$ cat src/rtl/code_word_tx.sv
// Status-tuple encoder: match -> MATCH_CODE, non-match -> tagged word with a rolling sequence
// number, delivered through a registered 2-entry output buffer. Optional macro: CODE_WORD_TX_STATS_EN.
module code_word_tx #(
   parameter int                CODE_W     = 6,
   parameter int                SEQ_W      = 3,
   parameter logic [CODE_W-1:0] MATCH_CODE = 6'h03
) (
   input  logic              clk,
   input  logic              rst_n,
   input  logic              in_valid,
   output logic              in_ready,
   input  logic              in_match,
   input  logic [1:0]        in_class,
   input  logic              seq_clr,
   output logic              out_valid,
   input  logic              out_ready,
`ifdef CODE_WORD_TX_STATS_EN
   output logic [7:0]        match_cnt,
`endif
   output logic [CODE_W-1:0] out_code
);

   typedef enum logic [1:0] {
      ST_EMPTY = 2'd0,
      ST_ONE   = 2'd1,
      ST_TWO   = 2'd2
   } state_t;

   state_t            r_state;
   state_t            w_state_nxt;
   logic              r_in_ready;
   logic              r_out_valid;
   logic [CODE_W-1:0] r_head;
   logic [CODE_W-1:0] r_tail;
   logic [SEQ_W-1:0]  r_seq;
   logic [SEQ_W-1:0]  w_seq_nxt;
   logic [CODE_W-1:0] w_word;
   logic              w_push;
   logic              w_pop;
   logic              w_load_head;
   logic              w_load_tail;
   logic              w_head_from_tail;

   // Tagged word layout: MSB set, class below it, zero padding, sequence tag in the LSBs.
   function automatic logic [CODE_W-1:0] f_tag_word(input logic [1:0] cls, input logic [SEQ_W-1:0] seq);
      logic [CODE_W-1:0] word;
      word                  = '0;
      word[CODE_W-1]        = 1'b1;
      word[CODE_W-2 -: 2]   = cls;
      word[SEQ_W-1:0]       = seq;
      return word;
   endfunction

   assign w_push = in_valid & r_in_ready;
   assign w_pop  = r_out_valid & out_ready;
   assign w_word = in_match ? MATCH_CODE : f_tag_word(in_class, r_seq);

   // Buffer next-state and data-movement strobes.
   always_comb begin
      w_state_nxt      = r_state;
      w_load_head      = 1'b0;
      w_load_tail      = 1'b0;
      w_head_from_tail = 1'b0;
      case (r_state)
         ST_EMPTY: begin
            if (w_push) begin
               w_state_nxt = ST_ONE;
               w_load_head = 1'b1;
            end else begin
               w_state_nxt = ST_EMPTY;
            end
         end
         ST_ONE: begin
            case ({w_push, w_pop})
               2'b10: begin
                  w_state_nxt = ST_TWO;
                  w_load_tail = 1'b1;
               end
               2'b01: begin
                  w_state_nxt = ST_EMPTY;
               end
               2'b11: begin
                  w_state_nxt = ST_ONE;
                  w_load_head = 1'b1;
               end
               default: begin
                  w_state_nxt = ST_ONE;
               end
            endcase
         end
         ST_TWO: begin
            // in_ready is low here, so only a pop can occur
            if (w_pop) begin
               w_state_nxt      = ST_ONE;
               w_head_from_tail = 1'b1;
            end else begin
               w_state_nxt = ST_TWO;
            end
         end
         default: begin
            w_state_nxt = ST_EMPTY;
         end
      endcase
   end

   // Sequence tag: clear takes priority over the post-accept increment.
   always_comb begin
      w_seq_nxt = r_seq;
      if (seq_clr) begin
         w_seq_nxt = '0;
      end else if (w_push && !in_match) begin
         w_seq_nxt = r_seq + SEQ_W'(1);
      end else begin
         w_seq_nxt = r_seq;
      end
   end

   // State register with handshake flags precomputed from the next state.
   always_ff @(posedge clk or negedge rst_n) begin
      if (!rst_n) begin
         r_state     <= ST_EMPTY;
         r_out_valid <= 1'b0;
         r_in_ready  <= 1'b1;
      end else begin
         r_state     <= w_state_nxt;
         r_out_valid <= (w_state_nxt != ST_EMPTY);
         r_in_ready  <= (w_state_nxt != ST_TWO);
      end
   end

   // Head/tail storage; head always drives out_code.
   always_ff @(posedge clk or negedge rst_n) begin
      if (!rst_n) begin
         r_head <= '0;
         r_tail <= '0;
      end else begin
         if (w_load_head) begin
            r_head <= w_word;
         end else if (w_head_from_tail) begin
            r_head <= r_tail;
         end
         if (w_load_tail) begin
            r_tail <= w_word;
         end
      end
   end

   // Sequence tag register.
   always_ff @(posedge clk or negedge rst_n) begin
      if (!rst_n) begin
         r_seq <= '0;
      end else begin
         r_seq <= w_seq_nxt;
      end
   end

`ifdef CODE_WORD_TX_STATS_EN
   logic [7:0] r_match_cnt;

   // Saturating count of accepted matches, independent of seq_clr.
   always_ff @(posedge clk or negedge rst_n) begin
      if (!rst_n) begin
         r_match_cnt <= 8'h00;
      end else if (w_push && in_match && (r_match_cnt != 8'hFF)) begin
         r_match_cnt <= r_match_cnt + 8'h01;
      end
   end

   assign match_cnt = r_match_cnt;
`endif

   assign in_ready  = r_in_ready;
   assign out_valid = r_out_valid;
   assign out_code  = r_head;

endmodule

$ cat config.mk
export PLATFORM = sky130hd
export DESIGN_NAME = code_word_tx
export DESIGN_NICKNAME = d
export VERILOG_FILES = /design/src/rtl/code_word_tx.sv
export SDC_FILE = /design/constraint.sdc
export NUM_CORES = 1
export LEC_CHECK = 0
export CAP_MARGIN = 5
export CORE_MARGIN = 5
export CORE_UTILIZATION = 35
export CTS_BUF_LIST = sky130_fd_sc_hd__clkbuf_8
export DETAILED_ROUTE_END_ITERATION = 10
export PLACE_DENSITY = 0.55
export SYNTH_ARGS = -nofsm -noshare
export SYNTH_HDL_FRONTEND = slang
export SYNTH_SLANG_ARGS = --single-unit
$ cat constraint.sdc
create_clock -name clk -period 2.7 [get_ports clk]
set_input_delay 0.54 -clock clk [delete_from_list [all_inputs] [get_ports clk]]
set_output_delay 0.54 -clock clk [all_outputs]
set_load 0.01 [all_outputs]
**Word-level counts from Yosys, hierarchy flattened**

Cells that the tools add are included.

- Add/sub/neg operators: 1
- Bitwise gates (word level): 2
- Equal/unequal tests: 6
- Reductions and logical operators: 6
- Mux-type cells: 16

Operator list:

| cell | count |
|---|---|
| two-way mux 6 bit | 3 |
| two-way mux 1 bit | 7 |
| == test 2 bit (second input constant) | 3 |
| two-way mux 3 bit | 2 |
| case mux 2 bit (3 select lines) | 1 |
| nonzero test 2 bit | 3 |
| == test 2 x 1 -> 1 bit (second input constant) | 2 |
| case mux 2 bit (2 select lines) | 1 |
| adder 3 x 1 -> 3 bit (second input constant) | 1 |
| bitwise AND 1 bit | 2 |
| zero test 2 bit | 1 |
| two-way mux 2 bit | 1 |
| inequality test 2 bit (second input constant) | 1 |
| case mux 1 bit (2 select lines) | 1 |
| logical AND 1 bit | 1 |
| zero test 1 bit | 1 |

- Output and inout port bits: 8
- Input port bits: 8
- Word-level logic and storage cells: 37
- Register bits after elaboration: 19

**Logic depth before layout (Yosys ltp)**

Gate-level depths: netlist of run 1.

- Depth after elaboration: 5
- Depth in mapped cells: 6
- Gate-level depth less buffers: 6

**Worst setup path after synthesis of run 1**

No wires, ideal clock.

- Kind: reg2reg
- Start: register r_in_ready, in the netlist in_ready
- End: register r_tail[0]
- Library setup time: 0.129 ns
- Slack: 1.219 ns
- Period minus slack after synthesis: 1.481 ns
- Path buffers: 1
- Stages on the path, launching flop included: 7
- Data required time: 2.571 ns
- Data arrival time: 1.352 ns
- Cells stage by stage: dfstp_2 > and2_1 > ha_1 > nand3b_1 > buf_4 > nand2_1 > o21ai_0

- Cells in the longest elaborated chain, start to end: 4

RTL lines:

| element | line | source |
|---|---|---|
| start, declared | 31 | `logic r_in_ready;` |
| start signal, assigned | 127 | `r_in_ready <= (w_state_nxt != ST_TWO);` |
| bitwise AND 1 bit | 54 | `assign w_push = in_valid & r_in_ready;` |
| == test 2 bit | 74 | `case ({w_push, w_pop})` |
| two-way mux 1 bit | 74 |  |
| two-way mux 1 bit | 64 | `case (r_state)` |
| end signal, assigned | 143 | `r_tail <= w_word;` |
| end, declared | 34 | `logic [CODE_W-1:0] r_tail;` |

Every way passes these cells.
A chain may end at the register's enable or synchronous reset.

**Worst setup path after layout of run 1**

- Start: input port in_valid
- End: register r_tail[2]

- Cells in the longest elaborated chain, start to end: 4

RTL lines:

| element | line | source |
|---|---|---|
| start, declared | 10 | `input logic in_valid,` |
| bitwise AND 1 bit | 54 |  |
| == test 2 bit | 74 |  |
| two-way mux 1 bit | 74 |  |
| two-way mux 1 bit | 64 |  |

Every way passes these cells.

==> results of run 1 <==
==> final cells by class <==
cell class                      instances  area, µm²  share of cell area
Sequential cell                        19        477               0.414
Multi-Input combinational cell         62        415               0.360
Timing Repair Buffer                   16        158               0.137
Clock buffer                            3       41.3              0.0358
Tap cell                               30       37.5              0.0326
Inverter                                5       18.8              0.0163
Clock inverter                          1       5.00             0.00434
==> final timing paths <==
path	start	endpoint	slack, ns	cells after the start
setup / recovery	in_valid	r_tail[2]	0.70	6
hold / removal	r_tail[3]	r_tail[3]	0.49	2
setup reg to reg	in_ready	r_tail[2]	1.02	5
hold reg to reg	r_tail[3]	r_tail[3]	0.49	2
max in group asynchronous	rst_n	in_ready	1.82	2
min in group asynchronous	rst_n	out_code[4]	0.61	2
==> kinds of logic after synthesis <==
group,after synthesis
buffers and inverters,8
flip-flops,19
AND/OR/NAND/NOR,40
adder cells (fa/ha/maj),3
multiplexers,1
XOR/XNOR,2
AO/OA/AOI/OAI,16
==> metrics by stage <==
stage	worst slack (ns)	util	instance area [µm²]	total power, mW	cells
2_1_floorplan	1.22	-	935	0.739	89
5_1_grt	0.523	0.457	1150	1.17	136
4_1_cts	0.698	0.457	1150	1.11	136
3_3_place_gp	0.477	0.438	1110	0.900	132
3_5_place_dp	0.435	0.438	1110	0.904	132
6_report	0.703	0.457	1150	1.09	136
==> routing by layer <==
layer / up-vias / part of all wire / global-route usage
li1: 351 / - / -
met2: 14 / 0.41 / 0.167
met3: 4 / 0.055 / 0.0210
met5: - / 0 / 0
met1: 326 / 0.51 / 0.160
met4: 0 / 0.016 / 0.0545
==> flip-flops by register name, indices dropped and copies added, names as in the netlist <==
signal / count
out_valid: 1
r_tail: 6
r_state: 2
out_code: 6
in_ready: 1
r_seq: 3
==> cell usage in the layout, fill, tap and decap left out, drive strengths merged, types with 2 or more instances in the layout <==
cell           netlist  layout
ha                   3       3
nand2               15      15
or2b                 2       2
o21ai                6       6
dfrtp               18      18
nand4                3       3
nand2b               2       2
o211ai               4       4
clkdlybuf4s50        0      15
o221ai               3       3
nand4b               2       2
clkbuf               0       3
xor2                 2       2
inv                  5       5
nand3b               5       5
nor2                 6       6
==> tightest hold or removal path: stages (launching register included) <==
cell and delay [ns]:
dfrtp_1 0.35, nand2_1 0.05, o21ai_0 0.06
==> power by group <==
part	switching, mW	internal (mW)	leakage, nW
Sequential	0.0883	0.394	0.244
Combinational	0.186	0.224	0.254
Clock	0.0964	0.103	0.0255
==> impl_metrics.json, run 1 <==
{
  "start_util": 0.371,
  "synth_most_common_cell": "dfrtp_1",
  "cts_resized": 0,
  "place.gp.congestion": 0.714,
  "worst_pin_slew_ns": 0.423,
  "dpl.hpwl_um": 1380,
  "postCtsSetupRepairBufs": 0,
  "fin_crit_ns": 2.00,
  "cts_made_buffers": 3,
  "max_freq_mhz": 501,
  "yosysWarningCount": 0,
  "clk_pin_slew_ns": 0.07,
  "post-route-period-util": 0.739,
  "antenna_cells": 0,
  "portBuffers": 15,
  "cts_tree": "built",
  "required_ns": 2.83,
  "synth_adder_area_share": 0.0402,
  "nets": 118,
  "clkLatencyLatePin_ns": 0.25,
  "die-area_um2": 3800,
  "synth_cells": 89,
  "rsz0062_at_grt": "false",
  "die-height_um": 61.7,
  "ys_ff_latch": 19,
  "synth_top_area_cell": "dfrtp_1",
  "clock_path_buffers": 2,
  "synthMuxAreaShare": 0.0107,
  "maxSlewHeadroom": 0.717,
  "vdd.ir_drop.worst_v": 0.000439,
  "die_w_um": 61.7,
  "synth-xor-area-share": 0.0187,
  "detail-route-antenna-nets": 0,
  "async_flop_share": 1.00,
  "core.rowCount": 18,
  "holdWs_ns": 0.487,
  "p_leak_nw": 0.523,
  "crit_arrival_ns": 2.12,
  "start_kind": "input pin",
  "setup_viol": 0,
  "maxCapViolations": 0,
  "cp_slowest_cell": "clkdlybuf4s50_1",
  "fillers": 269,
  "drtPass1Iterations": 2,
  "grt_pass1_vias": 691,
  "syn-cell-area_um2": 935,
  "antenna_found_initial": 0,
  "criticalPathCategory": "input pin to register",
  "drt-total-wl_um": 1860,
  "synth_top_area_share": 0.482,
  "core_um2": 2520,
  "drive_above_1_share": 0.0943,
  "syn_avg_cell_area_um2": 10.5,
  "synth-edff-count": 0,
  "p_per_area_nw_per_um2": 946,
  "drt_iter0_drc": 14,
  "cts_hold_buf": 0,
  "syn_nets": 100,
  "grt_max_degree": 20,
  "ys.flop_type": "dfrtp_1",
  "ys_types": 28,
  "ios": 16,
  "htree_levels": 1,
  "path_max_fanout": 14,
  "drv_slew": 0,
  "critPathTopFamily": "simple AND/OR/NAND/NOR gates",
  "area_growth_pct": 23.3,
  "cpPeakStageDelay_ns": 0.61,
  "ys_seq_area_frac": 0.510,
  "dr_total_vias": 695,
  "fin_setup_tns_ns": 0,
  "drc": 0,
  "critPathCaptureType": "register",
  "track_usage": 0.114,
  "wl_per_cell_um": 13.6,
  "clock-root-buffer": "clkbuf_8",
  "hp-class": "register to register",
  "outcome": "finished, final reports clean",
  "ys_top_cells_by_count": "dfrtp_1, nand2_1, nor2_1, o21ai_0, inv_1",
  "cts_sinks": 19,
  "grt_first_pass_wirelength_um": 3100,
  "vias_per_cell": 5.11,
  "synth_simple_gate_area_frac": 0.260,
  "ys_top_cells_by_area": "dfrtp_1, nand2_1, ha_1, o21ai_0, nand3b_1",
  "critPathBufInv": 1,
  "synth-compound-area-share": 0.115,
  "hold_violations": 0,
  "grt.overflow.total": 0,
  "crit_chain": "clkdlybuf4s50_1 > and2_1 > ha_1 > nand3b_1 > nand2_1 > o21ai_0",
  "skew_ns": 0.00189,
  "synth_top_family_by_area": "simple AND/OR/NAND/NOR gates"
}
Power figures use the tool's default switching activity.
==> run 2, diff against run 1 <==
--- a/config.mk
+++ b/config.mk
@@ -10,7 +10,7 @@
 export CORE_UTILIZATION = 35
 export CTS_BUF_LIST = sky130_fd_sc_hd__clkbuf_8
 export DETAILED_ROUTE_END_ITERATION = 10
-export PLACE_DENSITY = 0.55
+export PLACE_DENSITY = 0.57
 export SYNTH_ARGS = -nofsm -noshare
 export SYNTH_HDL_FRONTEND = slang
 export SYNTH_SLANG_ARGS = --single-unit
==> constraint.sdc (replaced) <==
create_clock -name clk -period 1.6 [get_ports clk]
set_input_delay 0.32 -clock clk [delete_from_list [all_inputs] [get_ports clk]]
set_output_delay 0.32 -clock clk [all_outputs]
set_load 0.01 [all_outputs]
==> run 2 against run 1 <==
Count of clock-buffer cells in the layout unchanged. Critical path depth fell by 5. Routed wire length down 0.75%. Die area is the same. Utilization up 2.3 points. Flip-flop and latch count unchanged. Final cell count increased by 5.1%. Global-route usage is 0.29 points higher. Clock skew up 0.0024 ns. Setup slack lost 0.60 ns.
==> impl_metrics.json, run 2 (synthesized netlist as in run 1, its figures left out) <==
{
  "outcome": "finished, final reports clean",
  "ios": 16,
  "critPathBufInv": 1,
  "crit_start": "out_valid",
  "start_kind": "register",
  "final_cell_mix": "dfrtp_1, nand2_1, clkdlybuf4s50_1",
  "p_leak_nw": 0.554,
  "worstSetupEndpoint": "out_valid",
  "clk_pin_slew_ns": 0.07,
  "skew_ns": 0.00429,
  "clock_path_buffers": 2,
  "track_usage": 0.116,
  "detail-route-antenna-nets": 0,
  "maxCapViolations": 0,
  "cts_made_buffers": 3,
  "grt.overflow.total": 0,
  "crit_chain": "clkdlybuf4s50_1",
  "drtPass1Iterations": 4,
  "criticalPathCategory": "register to output port",
  "worstRegToRegCells": 5,
  "required_ns": 1.28,
  "drt-total-wl_um": 1840,
  "fin_setup_tns_ns": 0,
  "critPathTopFamily": "buffers and inverters",
  "max_freq_mhz": 667,
  "rsz0062_at_grt": "false",
  "worstReg2RegEnd": "out_code[1]",
  "core.rowCount": 18,
  "cts_tree": "built",
  "portBuffers": 15,
  "core_um2": 2520,
  "crit_arrival_ns": 1.18,
  "path_max_fanout": 4,
  "wl_per_cell_um": 12.9,
  "final_common_cell": "dfrtp_1",
  "cpPeakStageDelay_ns": 0.55,
  "clkLatencyLatePin_ns": 0.25,
  "place.gp.congestion": 0.707,
  "dpl.hpwl_um": 1380,
  "grt_pass1_vias": 716,
  "hp-class": "input pin to async pin",
  "antenna_found_initial": 0,
  "vdd.ir_drop.worst_v": 0.000677,
  "nets": 125,
  "post-route-period-util": 0.937,
  "setup_ws_ns": 0.100,
  "grt_first_pass_wirelength_um": 3220,
  "drt_iter0_drc": 25,
  "dr_total_vias": 716,
  "hold_violations": 0,
  "vias_per_cell": 5.01,
  "die-area_um2": 3800,
  "grt_max_degree": 20,
  "setup_viol": 0,
  "antenna_cells": 0,
  "fin_crit_ns": 1.50,
  "critPathCaptureType": "output port",
  "worst_pin_slew_ns": 0.255,
  "die_w_um": 61.7,
  "cp_slowest_cell": "clkdlybuf4s50_1",
  "crit_cells": 1,
  "die-height_um": 61.7,
  "cts_sinks": 19,
  "r2r_setup_slack_ns": 0.15,
  "dp_worst_setup_slack_ns": -0.136,
  "p_per_area_nw_per_um2": 1560,
  "clock-root-buffer": "clkbuf_8",
  "start_util": 0.371,
  "drc": 0,
  "maxSlewHeadroom": 0.829,
  "drv_slew": 0,
  "htree_levels": 1,
  "postCtsSetupRepairBufs": 0,
  "drive_above_1_share": 0.159,
  "area_growth_pct": 29.6,
  "r2r_start": "in_ready",
  "cts_hold_buf": 0
}
run 2: cell types whose count changed in the layout (fill, tap and decap cells not counted), sizes merged:
| cell | previous run | this run |
|---|---|---|
| dlygate4sd2 | 0 | 1 |
| buf | 1 | 8 |
| clkdlybuf4s50 | 15 | 14 |
run 2: repair_timing:
action / CTS / global route
gates resized for setup: 1 / 1
endpoints found under the hold margin: 0 / 0
setup endpoints to repair: 1 / 3
run 2: worst min-delay path by stage:
stage / from / to / slack (ns)
4_1_cts: rst_n / r_tail[4] / 0.40
6_report: rst_n / r_tail[4] / 0.39
2_1_floorplan: rst_n / out_code[0] / 0.02
3_3_place_gp: r_tail[2] / r_tail[2] / 0.47
3_5_place_dp: r_tail[2] / r_tail[2] / 0.47
5_1_grt: rst_n / r_tail[4] / 0.41
run 2: report_power, final:
group          total [mW]  internal, mW  switching, mW
Sequential          0.792         0.664          0.129
Clock               0.328         0.173          0.155
Combinational       0.766         0.425          0.341
run 2: per-layer routing:
| layer | track usage | routed length (µm) | vias up |
|---|---|---|---|
| met5 | 0 | 0 | - |
| met3 | 0.0419 | 148 | 2 |
| met4 | 0.0273 | 10 | 0 |
| met2 | 0.176 | 795 | 20 |
| li1 | - | - | 362 |
| met1 | 0.159 | 886 | 332 |
run 2: layout make-up:
| cell class | count | area (µm²) |
|---|---|---|
| Clock buffer | 3 | 41.3 |
| Clock inverter | 1 | 5.00 |
| Inverter | 5 | 18.8 |
| Timing Repair Buffer | 23 | 209 |
| Fill cell | 254 | 1310 |
| Tap cell | 30 | 37.5 |
| Multi-Input combinational cell | 62 | 423 |
| Sequential cell | 19 | 477 |
run 2: through the flow:
step           utilization  power [mW]  cells  instance area [µm²]  hold WS, ns
6_report             0.480        1.89    143                 1210        0.394
5_1_grt              0.480        2.07    143                 1210        0.413
4_1_cts              0.477        1.90    143                 1200        0.399
3_5_place_dp         0.459        1.58    139                 1160        0.472
3_3_place_gp         0.459        1.56    139                 1160        0.467
2_1_floorplan            -        1.25     89                  935       0.0244
==> run 3, diff against run 2 <==
--- a/config.mk
+++ b/config.mk
@@ -7,10 +7,10 @@
 export LEC_CHECK = 0
 export CAP_MARGIN = 5
 export CORE_MARGIN = 5
-export CORE_UTILIZATION = 35
+export CORE_UTILIZATION = 48
 export CTS_BUF_LIST = sky130_fd_sc_hd__clkbuf_8
 export DETAILED_ROUTE_END_ITERATION = 10
-export PLACE_DENSITY = 0.57
+export PLACE_DENSITY = 0.74
 export SYNTH_ARGS = -nofsm -noshare
 export SYNTH_HDL_FRONTEND = slang
 export SYNTH_SLANG_ARGS = --single-unit
==> run 3 against run 2 <==
Sequential share of layout area is 0.36 points lower. Non-clock buffer count stayed put. Register-to-register slack hardly changed. Utilization is 16 points higher. Count of clock-buffer cells in the layout stayed put. Critical path depth stayed put. Design area is 0.93% higher. Die area is 23% lower. Combinational power is 6.9% higher. Clock power hardly changed. Routed wire length is 4.4% higher. Final cell count is 2.1% lower.
==> impl_metrics.json, run 3 (synthesized netlist as in run 1, its figures left out) <==
{
  "critPathTopFamily": "buffers and inverters",
  "nets": 125,
  "p_total_mw": 1.95,
  "vias_per_cell": 5.20,
  "worst_pin_slew_ns": 0.263,
  "cts_sinks": 19,
  "p_per_area_nw_per_um2": 1590,
  "antenna_found_initial": 0,
  "drt_iter0_drc": 13,
  "hold_violations": 0,
  "grt_first_pass_wirelength_um": 3220,
  "fin_area_um2": 1220,
  "dr_wl_met2_um": 947,
  "max_freq_mhz": 652,
  "dpl.hpwl_um": 1400,
  "hp-class": "input pin to async pin",
  "drive_above_1_share": 0.177,
  "path_max_fanout": 4,
  "required_ns": 1.28,
  "grt.overflow.total": 0,
  "skew_ns": 0.00236,
  "fin_crit_ns": 1.53,
  "area_growth_pct": 30.8,
  "clkLatencyLatePin_ns": 0.25,
  "htree_levels": 1,
  "criticalPathCategory": "register to output port",
  "postCtsSetupRepairBufs": 0,
  "maxSlewHeadroom": 0.824,
  "r2r_setup_slack_ns": 0.15,
  "dp_cells": 136,
  "die-height_um": 54.1,
  "antenna_cells": 0,
  "dr_total_vias": 728,
  "clock-root-buffer": "clkbuf_8",
  "fillers": 162,
  "wl_per_cell_um": 13.7,
  "setup_ws_ns": 0.0656,
  "rsz0062_at_grt": "false",
  "final_core_util": 0.643,
  "grt_pass1_vias": 706,
  "cts_tree": "built",
  "crit_arrival_ns": 1.21,
  "dpl-instance-area_um2": 1150,
  "place.gp.congestion": 0.813,
  "final_common_cell": "dfrtp_1",
  "die_w_um": 54.1,
  "route.met3.wl_um": 101,
  "vdd.ir_drop.worst_v": 0.00103,
  "track_usage": 0.155,
  "clk_pin_slew_ns": 0.07,
  "wl_met1_um": 856,
  "clock_path_buffers": 2,
  "start_kind": "register",
  "core_um2": 1900,
  "final_cell_mix": "dfrtp_1, nand2_1, clkdlybuf4s50_1",
  "routed.top_layer": "met4",
  "portBuffers": 15,
  "core.rowCount": 16,
  "drt-total-wl_um": 1920,
  "drc": 0,
  "critPathCaptureType": "output port",
  "die-area_um2": 2930,
  "grt_max_degree": 20,
  "crit_chain": "clkdlybuf4s50_1",
  "dp_worst_setup_slack_ns": -0.149,
  "finalNonFillerCells": 140,
  "setup_viol": 0,
  "detail-route-antenna-nets": 0,
  "post-route-period-util": 0.959,
  "start_util": 0.491,
  "p_leak_nw": 0.558,
  "cpPeakStageDelay_ns": 0.56,
  "cts_made_buffers": 3,
  "maxCapViolations": 0,
  "critPathBufInv": 1,
  "cts_hold_buf": 0,
  "ios": 16,
  "cp_slowest_cell": "clkdlybuf4s50_1",
  "drtPass1Iterations": 4,
  "drv_slew": 0,
  "outcome": "finished, final reports clean"
}
## run 3: changes by cell type in the layout (fill, tap and decap cells not counted), sizes merged
cell,delta
clkinv,-1
inv,+1
## run 3: layout make-up
type | count | area, µm² | share of cell area
clock buffers | 3 | 41.3 | 0.0338
well taps | 27 | 33.8 | 0.0276
multi-input cells | 62 | 439 | 0.359
repair buffers | 23 | 209 | 0.171
clock inverters | 1 | 3.75 | 0.00307
inverters | 5 | 18.8 | 0.0154
flip-flops and latches | 19 | 477 | 0.390
## run 3: worst reg2reg max path, delay by kind of cell (launching register included)
kind	cells	cell delay, ns
AOI/OAI and AO/OA	1	0.08
and+or+nand+nor	3	0.35
buffers and inverters	1	0.20
DFF	1	0.54
adders and majority gates	1	0.17
## run 3: worst paths after layout
kind,start,end,depth (start not counted)
setup / recovery,out_valid,out_valid,1
hold / removal,rst_n,r_state[0],2
setup reg to reg,in_ready,r_tail[1],6
hold reg to reg,r_tail[2],r_tail[2],2
max in group asynchronous,rst_n,in_ready,2
min in group clk,r_tail[2],r_tail[2],2
## run 3: power breakdown
group          total, mW  internal (mW)  switching [mW]
sequential         0.799          0.664           0.135
clock              0.328          0.171           0.157
combinational      0.819          0.446           0.373
total               1.95           1.28           0.666
## run 3: per-stage QoR
stage | hold WS, ns | TNS, ns
after global routing | 0.411 | 0
after global placement | 0.463 | -0.872
after floorplan | 0.0244 | 0
final | 0.394 | 0
after CTS | 0.403 | 0
after detailed placement | 0.471 | -1.34
## run 3: per-layer routing
layer,up-vias,global-route usage
li1,361,-
met1,349,0.199
met2,16,0.257
met3,2,0.0277
met4,0,0.0622
met5,-,0
## run 3: what timing repair did
item,4_1_cts,5_1_grt
pin swaps,0,2
gates resized for setup,1,5
gates cloned,0,0
setup endpoints to repair,1,6
